### src/rtl/rtl_burst_copy_dma.sv
// Burst copy DMA: reads conf_info_size words from offset 0 in CHUNK-sized bursts and writes them back at offset len.
// Optional write-beat counter on the debug port is enabled with the RTL_BURST_COPY_DEBUG_CNT_EN macro.
module rtl_burst_copy_dma #(
    parameter int DMA_W = 32,
    parameter int CHUNK = 16
) (
    input  logic             clk,
    input  logic             rst,
    input  logic [31:0]      conf_info_size,
    input  logic             conf_done,
    output logic             dma_read_ctrl_valid,
    input  logic             dma_read_ctrl_ready,
    output logic [31:0]      dma_read_ctrl_data_index,
    output logic [31:0]      dma_read_ctrl_data_length,
    output logic [2:0]       dma_read_ctrl_data_size,
    input  logic             dma_read_chnl_valid,
    output logic             dma_read_chnl_ready,
    input  logic [DMA_W-1:0] dma_read_chnl_data,
    output logic             dma_write_ctrl_valid,
    input  logic             dma_write_ctrl_ready,
    output logic [31:0]      dma_write_ctrl_data_index,
    output logic [31:0]      dma_write_ctrl_data_length,
    output logic [2:0]       dma_write_ctrl_data_size,
    output logic             dma_write_chnl_valid,
    input  logic             dma_write_chnl_ready,
    output logic [DMA_W-1:0] dma_write_chnl_data,
    output logic             acc_done,
    output logic [31:0]      debug
);

    localparam int              PTR_W     = $clog2(CHUNK);
    localparam int              CNT_W     = PTR_W + 1;
    localparam logic [31:0]     CHUNK_W   = 32'(CHUNK);
    localparam logic [CNT_W-1:0] CNT_ZERO = {CNT_W{1'b0}};
    localparam logic [CNT_W-1:0] CNT_ONE  = CNT_W'(1);
    localparam logic [2:0]      BEAT_SIZE = (DMA_W == 64) ? 3'b011 : 3'b010;

    typedef enum logic [3:0] {
        S_IDLE    = 4'd0,
        S_RD_REQ  = 4'd1,
        S_RD_DATA = 4'd2,
        S_WR_REQ  = 4'd3,
        S_WR_DATA = 4'd4,
        S_DONE    = 4'd5
    } state_t;

    state_t            state_r;
    state_t            state_next_s;
    logic [31:0]       len_r;
    logic [31:0]       len_next_s;
    logic [31:0]       offset_r;
    logic [31:0]       offset_next_s;
    logic [31:0]       offset_adv_s;
    logic [CNT_W-1:0]  rd_cnt_r;
    logic [CNT_W-1:0]  rd_cnt_next_s;
    logic [CNT_W-1:0]  wr_cnt_r;
    logic [CNT_W-1:0]  wr_cnt_next_s;
    logic [31:0]       burst_s;
    logic [31:0]       burst_next_s;
    logic              rd_fire_s;
    logic              wr_fire_s;
    logic              rd_beat_s;
    logic              wr_beat_s;
    logic              rd_last_s;
    logic              wr_last_s;
    logic [DMA_W-1:0]  buf_r [CHUNK];

    // Words left in the transfer, clipped to one buffer's worth.
    function automatic logic [31:0] burst_of(input logic [31:0] len, input logic [31:0] off);
        logic [31:0] remain_s;
        remain_s = len - off;
        if (remain_s > CHUNK_W) begin
            return CHUNK_W;
        end else begin
            return remain_s;
        end
    endfunction

    assign burst_s      = burst_of(len_r, offset_r);
    assign burst_next_s = burst_of(len_next_s, offset_next_s);
    assign offset_adv_s = offset_r + burst_s;
    assign rd_fire_s    = dma_read_ctrl_valid & dma_read_ctrl_ready;
    assign wr_fire_s    = dma_write_ctrl_valid & dma_write_ctrl_ready;
    assign rd_last_s    = (32'(rd_cnt_r) + 32'd1) == burst_s;
    assign wr_last_s    = (32'(wr_cnt_r) + 32'd1) == burst_s;

    // Next-state, length/offset bookkeeping and beat counters.
    always_comb begin
        state_next_s  = state_r;
        len_next_s    = len_r;
        offset_next_s = offset_r;
        rd_cnt_next_s = rd_cnt_r;
        wr_cnt_next_s = wr_cnt_r;
        rd_beat_s     = 1'b0;
        wr_beat_s     = 1'b0;
        case (state_r)
            S_IDLE: begin
                if (conf_done) begin
                    len_next_s    = conf_info_size;
                    offset_next_s = 32'd0;
                    if (conf_info_size != 32'd0) begin
                        state_next_s = S_RD_REQ;
                    end else begin
                        state_next_s = S_DONE;
                    end
                end else begin
                    state_next_s = S_IDLE;
                end
            end
            S_RD_REQ: begin
                if (rd_fire_s) begin
                    rd_cnt_next_s = CNT_ZERO;
                    state_next_s  = S_RD_DATA;
                end else begin
                    state_next_s  = S_RD_REQ;
                end
            end
            S_RD_DATA: begin
                if (dma_read_chnl_valid && dma_read_chnl_ready) begin
                    rd_beat_s     = 1'b1;
                    rd_cnt_next_s = rd_cnt_r + CNT_ONE;
                    if (rd_last_s) begin
                        state_next_s = S_WR_REQ;
                    end else begin
                        state_next_s = S_RD_DATA;
                    end
                end else begin
                    state_next_s = S_RD_DATA;
                end
            end
            S_WR_REQ: begin
                if (wr_fire_s) begin
                    wr_cnt_next_s = CNT_ZERO;
                    state_next_s  = S_WR_DATA;
                end else begin
                    state_next_s  = S_WR_REQ;
                end
            end
            S_WR_DATA: begin
                if (dma_write_chnl_valid && dma_write_chnl_ready) begin
                    wr_beat_s     = 1'b1;
                    wr_cnt_next_s = wr_cnt_r + CNT_ONE;
                    if (wr_last_s) begin
                        offset_next_s = offset_adv_s;
                        if (offset_adv_s < len_r) begin
                            state_next_s = S_RD_REQ;
                        end else begin
                            state_next_s = S_DONE;
                        end
                    end else begin
                        state_next_s = S_WR_DATA;
                    end
                end else begin
                    state_next_s = S_WR_DATA;
                end
            end
            S_DONE: begin
                state_next_s = S_IDLE;
            end
            default: begin
                state_next_s = S_IDLE;
            end
        endcase
    end

    // State, bookkeeping and all handshake outputs; outputs are loaded from the next state so they track it with no lag.
    always_ff @(posedge clk) begin
        if (rst) begin
            state_r                    <= S_IDLE;
            len_r                      <= 32'd0;
            offset_r                   <= 32'd0;
            rd_cnt_r                   <= CNT_ZERO;
            wr_cnt_r                   <= CNT_ZERO;
            dma_read_ctrl_valid        <= 1'b0;
            dma_read_ctrl_data_index   <= 32'd0;
            dma_read_ctrl_data_length  <= 32'd0;
            dma_read_ctrl_data_size    <= 3'b000;
            dma_read_chnl_ready        <= 1'b0;
            dma_write_ctrl_valid       <= 1'b0;
            dma_write_ctrl_data_index  <= 32'd0;
            dma_write_ctrl_data_length <= 32'd0;
            dma_write_ctrl_data_size   <= 3'b000;
            dma_write_chnl_valid       <= 1'b0;
            dma_write_chnl_data        <= {DMA_W{1'b0}};
            acc_done                   <= 1'b0;
        end else begin
            state_r                    <= state_next_s;
            len_r                      <= len_next_s;
            offset_r                   <= offset_next_s;
            rd_cnt_r                   <= rd_cnt_next_s;
            wr_cnt_r                   <= wr_cnt_next_s;
            dma_read_ctrl_valid        <= (state_next_s == S_RD_REQ);
            dma_read_ctrl_data_index   <= (state_next_s == S_RD_REQ) ? offset_next_s : 32'd0;
            dma_read_ctrl_data_length  <= (state_next_s == S_RD_REQ) ? burst_next_s : 32'd0;
            dma_read_ctrl_data_size    <= (state_next_s == S_RD_REQ) ? BEAT_SIZE : 3'b000;
            dma_read_chnl_ready        <= (state_next_s == S_RD_DATA);
            dma_write_ctrl_valid       <= (state_next_s == S_WR_REQ);
            dma_write_ctrl_data_index  <= (state_next_s == S_WR_REQ) ? (len_next_s + offset_next_s) : 32'd0;
            dma_write_ctrl_data_length <= (state_next_s == S_WR_REQ) ? burst_next_s : 32'd0;
            dma_write_ctrl_data_size   <= (state_next_s == S_WR_REQ) ? BEAT_SIZE : 3'b000;
            dma_write_chnl_valid       <= (state_next_s == S_WR_DATA);
            dma_write_chnl_data        <= (state_next_s == S_WR_DATA) ?
                                          buf_r[wr_cnt_next_s[PTR_W-1:0]] : {DMA_W{1'b0}};
            acc_done                   <= (state_next_s == S_DONE);
        end
    end

    // Chunk buffer; contents are don't-care after reset since the pointers restart.
    always_ff @(posedge clk) begin
        if (!rst && rd_beat_s) begin
            buf_r[rd_cnt_r[PTR_W-1:0]] <= dma_read_chnl_data;
        end
    end

`ifdef RTL_BURST_COPY_DEBUG_CNT_EN
    logic [27:0] dbg_cnt_r;

    // Write beats completed since the last accepted start.
    always_ff @(posedge clk) begin
        if (rst) begin
            dbg_cnt_r <= 28'd0;
        end else if (state_r == S_IDLE && conf_done) begin
            dbg_cnt_r <= 28'd0;
        end else if (wr_beat_s) begin
            dbg_cnt_r <= dbg_cnt_r + 28'd1;
        end
    end

    assign debug = {state_r, dbg_cnt_r};
`else
    assign debug = 32'd0;
`endif

endmodule

### config.mk
export PLATFORM = sky130hd
export DESIGN_NAME = rtl_burst_copy_dma
export DESIGN_NICKNAME = d
export VERILOG_FILES = /design/src/rtl/rtl_burst_copy_dma.sv
export SDC_FILE = /design/constraint.sdc
export NUM_CORES = 1
export LEC_CHECK = 0
export CAP_MARGIN = 10
export CORE_ASPECT_RATIO = 1.2
export CORE_MARGIN = 3
export CORE_UTILIZATION = 55
export CTS_BUF_LIST = sky130_fd_sc_hd__clkbuf_4 sky130_fd_sc_hd__clkbuf_8 sky130_fd_sc_hd__clkbuf_16
export DETAILED_ROUTE_END_ITERATION = 10
export GPL_TIMING_DRIVEN = 0
export HOLD_SLACK_MARGIN = 0.1
export PLACE_DENSITY = 0.81
export SYNTH_ARGS = -nofsm -noshare
export SYNTH_HDL_FRONTEND = slang
export SYNTH_SLANG_ARGS = --single-unit
### constraint.sdc
create_clock -name clk -period 28.6 [get_ports clk]
set_input_delay 4.29 -clock clk [delete_from_list [all_inputs] [get_ports clk]]
set_output_delay 4.29 -clock clk [all_outputs]
set_load 0.01 [all_outputs]
==> metrics.md <==
| Metric | Value |
|---|---|
| Status | finished, final reports clean |
| Seq/Total Area, Yosys | around 57% |
| Fraction of registers with async set or reset after synthesis | 0% |
| Period utilisation layout | 45.7% |
| Max Cap Violations | 0 |
| Final min period | about 13,000 ps |
| Root Buffer | clkbuf_16 |
| Rel. slew slack | between 20 and 30% |
| Overall Global Routing Usage | slightly above 30% |
| Commonest non-fill, non-tap cell in the layout | edfxtp_1 |
| Dpl hpwl | around 78 mm |
| Layout cell share with drive strength beyond 1 | slightly below 8% |
| Final setup violation count | 0 |
| Hold Path Sink | len_r[31]$_SDFF_PP0_ |
| Clk sink count | around 750 |
| Crit. End Element | register |
| Routed WL | ~110 mm |
| CP startpoint | offset_r[0]$_SDFF_PP0_ |
| Post-CTS Resized | 0 |
| Synth Warn # | 0 |
| R2R Setup Slk | between 15,000 and 20,000 ps |
| Num CTS Buffers | 74 |
| Number of synthesized flops with an enable pin | just over 500 |
| Fillers | between 4,000 and 5,000 |
| Die Y | 285 um |
| Crit-path max cell delay | 600 ps |
| Cells after synthesis | between 3,000 and 4,000 |
| Final Max Tran Viols | 0 |
| Final setup TNS | 0 ps |
| Synth unique cells | a little under 100 |
| Gr ovfl total | 0 |
| Max Fanout on Critical Path | 8 |
| Cts hold-fix bufs | 0 |
| Vias in the first global route | 27,678 |
| #FFs+latches synth | approximately 750 |
| TritonCTS clock tree | yes |
| CP max-delay cell | a211oi_1 |
| Placed Cells | ~4,500 |
| Primary FF master, synth | edfxtp_1 |
| Worst EP arrival | between 10,000 and 15,000 ps |
| WP data required | approximately 29,000 ps |
| RSZ-0062 raised after global routing | no |
| CTS H-Tree Depth | 3 |
| VDD IR max | just under 60 uV |
| Worst Tran Pin Value | between 1000 and 1500 ps |
| Initial DRC count | ~3,200 |
| Total number of vias | between 20,000 and 30,000 |
| Max Clk Rate | about 77 MHz |
| Syn avg cell area | 10.9 um^2 |
| Area grow syn2layout | 19.2% |
| Core box area | approximately 64,000 um^2 |
| WS Path Type | reg -> reg |
| PortBufs | 237 |
| Via-per-instance ratio | around 6.1 |
| Area of the multi-input gates | roughly 14,000 um^2 |
| Non-Filler Instances | approximately 4,600 |
| WL per Instance | approximately 23 um |
| Crit Reg-Reg Endpoint | dma_write_ctrl_data_length[3]$_SDFF_PP0_ |
| DIE AREA | between 60,000 and 70,000 um^2 |
| # DRC | 0 |
| P per Cell Area | roughly 57 nW/um^2 |
| Die extent in x | about 240 um |
| DRT Pass-1 Iters | 6 |
| Max clock buf depth | 3 |
| Hold path depth | 2 |
| First-pass GRT wire length | roughly 160 mm |
| Worst Skew | between 30 and 40 ps |
| Worst-case reg-to-reg path depth | 47 |
| RD Place Congestion | 0.991 |
| Worst skew pair latency | roughly 640 ps |
| Top Ports | 274 |
| Antenna-violating nets left | 0 |
| Critical path launch point type | register |
| Largest net degree at the start of global routing | 27 |
| Total leakage power | 15.7 nW |
| Layout Nets | 3,950 |
| Worst-path clk slew | roughly 60 ps |
| Final hold slack | between 500 and 600 ps |
| Final hold viol count | 0 |
| Initial antenna violation count | 3 |
| Hold Path Class | reg -> reg |
| Cell row count | between 100 and 150 |
| Hold_sp | len_r[31]$_SDFF_PP0_ |
| Most frequent cells in the layout | edfxtp_1 (512), nand2_1 (382), dfxtp_1 (242) |
| Reg2reg start | offset_r[0]$_SDFF_PP0_ |
| Initial core utilization | 56.0% |
| Seq. cell area | approximately 20,000 um^2 |
| Cell Area, Synth | about 36,000 um^2 |
| Post-CTS Repair Setup Buffers | 0 |
logic make-up (layout without fill, tap and decap cells):
| logic type | Yosys count | in the layout | share of synthesized area [%] |
|---|---|---|---|
| AOI/OAI and AO/OA | 803 | 803 | 15.6 |
| xor gates and xnor gates | 89 | 89 | 2.18 |
| adders and majority gates | 164 | 164 | 5.83 |
| buffers and inverters | 363 | 762 | 4.35 |
| DFF | 754 | 754 | 56.6 |
| muxes | 34 | 34 | 0.960 |
| other | 1 | 117 | 0.0105 |
| and+or+nand+nor | 1054 | 1054 | 14.5 |
power breakdown:
part / total (mW) / leakage (nW) / internal, mW / switching, mW
Sequential: 1.17 / 6.57 / 1.17 / 0.00463
Combinational: 0.253 / 7.87 / 0.0963 / 0.156
Clock: 0.985 / 1.22 / 0.563 / 0.423
Total: 2.41 / 15.7 / 1.83 / 0.584
critical path: cells and delay by family (launching register included):
family / cells / cell delay (ps)
adder cells (fa/ha/maj): 4 / 1230
buffers and inverters: 3 / 570
AND/OR/NAND/NOR: 14 / 4310
multiplexers: 1 / 510
AO/OA/AOI/OAI: 23 / 5610
XOR/XNOR: 2 / 290
flip-flops: 1 / 400
registers in the layout, indices dropped and copies added (netlist names):
name / cells
acc_done: 1
buf_r: 512
dma_read_chnl_ready: 1
dma_read_ctrl_data_index: 32
dma_read_ctrl_data_length: 32
dma_read_ctrl_valid: 1
dma_write_chnl_data: 32
dma_write_chnl_valid: 1
dma_write_ctrl_data_index: 32
dma_write_ctrl_data_length: 32
dma_write_ctrl_valid: 1
len_r: 32
offset_r: 32
rd_cnt_r: 5
state_r: 3
wr_cnt_r: 5
metrics by stage:
| stage | utilization, % | worst slack, ps | area [um^2] | total power, mW |
|---|---|---|---|---|
| floorplan | - | 18550 | 36100 | 1.36 |
| global placement | 62.0 | 15460 | 39500 | 1.44 |
| detailed placement | 62.8 | 15950 | 40100 | 1.44 |
| CTS | 66.7 | 15800 | 42600 | 2.41 |
| global route | 66.7 | 14890 | 42600 | 2.48 |
| finish | 66.7 | 15540 | 42600 | 2.41 |
worst max-delay path by stage:
stage                                                     endpoint  slack, ps  cells after the start
after floorplan           dma_write_ctrl_data_index[30]$_SDFF_PP0_      18550                     23
after global placement    dma_write_ctrl_data_index[30]$_SDFF_PP0_      15460                     24
after detailed placement  dma_write_ctrl_data_length[3]$_SDFF_PP0_      15950                     47
after CTS                 dma_write_ctrl_data_length[3]$_SDFF_PP0_      15800                     47
after global routing      dma_write_ctrl_data_length[3]$_SDFF_PP0_      14890                     46
final                     dma_write_ctrl_data_length[3]$_SDFF_PP0_      15540                     47
area by class of cell:
class | instances | share of cell area [%]
Inverter | 148 | 1.30
Multi-Input combinational cell | 2260 | 34.0
Tap cell | 824 | 2.42
Antenna cell | 1 | 0.00588
Timing Repair Buffer | 262 | 6.60
Sequential cell | 754 | 47.5
Buffer | 215 | 2.34
Clock buffer | 97 | 4.95
Clock inverter | 40 | 0.876
per-layer routing:
layer / track usage (%) / vias to the layer above / wire length, um
met5: 0 / - / 15
met4: 20.6 / 4 / 7960
met3: 5.34 / 415 / 8640
met2: 52.9 / 1586 / 52300
met1: 35.1 / 13140 / 37600
li1: - / 12722 / -
cell usage after synthesis, types with 6 or more instances:
cell	number	area share (%)
and2_1	103	1.8
and2_0	33	0.58
o31a_1	7	0.17
nor3b_1	9	0.19
edfxtp_1	512	43
o2111ai_1	6	0.15
nor3_1	54	0.76
nand2_1	382	4.0
a22oi_1	7	0.15
a21o_1	34	0.71
or2_2	28	0.49
a311oi_1	67	1.6
o21a_1	19	0.40
o211ai_1	10	0.21
inv_1	146	1.5
a21oi_1	150	2.1
nand3_1	38	0.53
a211oi_1	210	4.4
and3_1	22	0.39
ha_1	160	5.6
buf_4	42	0.88
o21ai_0	100	1.4
a31oi_1	80	1.4
a21boi_0	7	0.15
mux2i_1	32	0.90
dfxtp_1	242	14
nor2b_1	51	0.89
xor2_1	23	0.56
nor2_1	196	2.1
a2111oi_0	7	0.17
buf_2	8	0.11
nand2b_1	30	0.53
o31ai_1	12	0.25
buf_1	14	0.15
o21bai_1	20	0.42
xnor2_1	66	1.6
nor2_2	19	0.33
nor4_1	20	0.35
nand4_1	22	0.39
or3_1	12	0.21
clkbuf_1	148	1.6
Power figures use the tool's default switching activity.
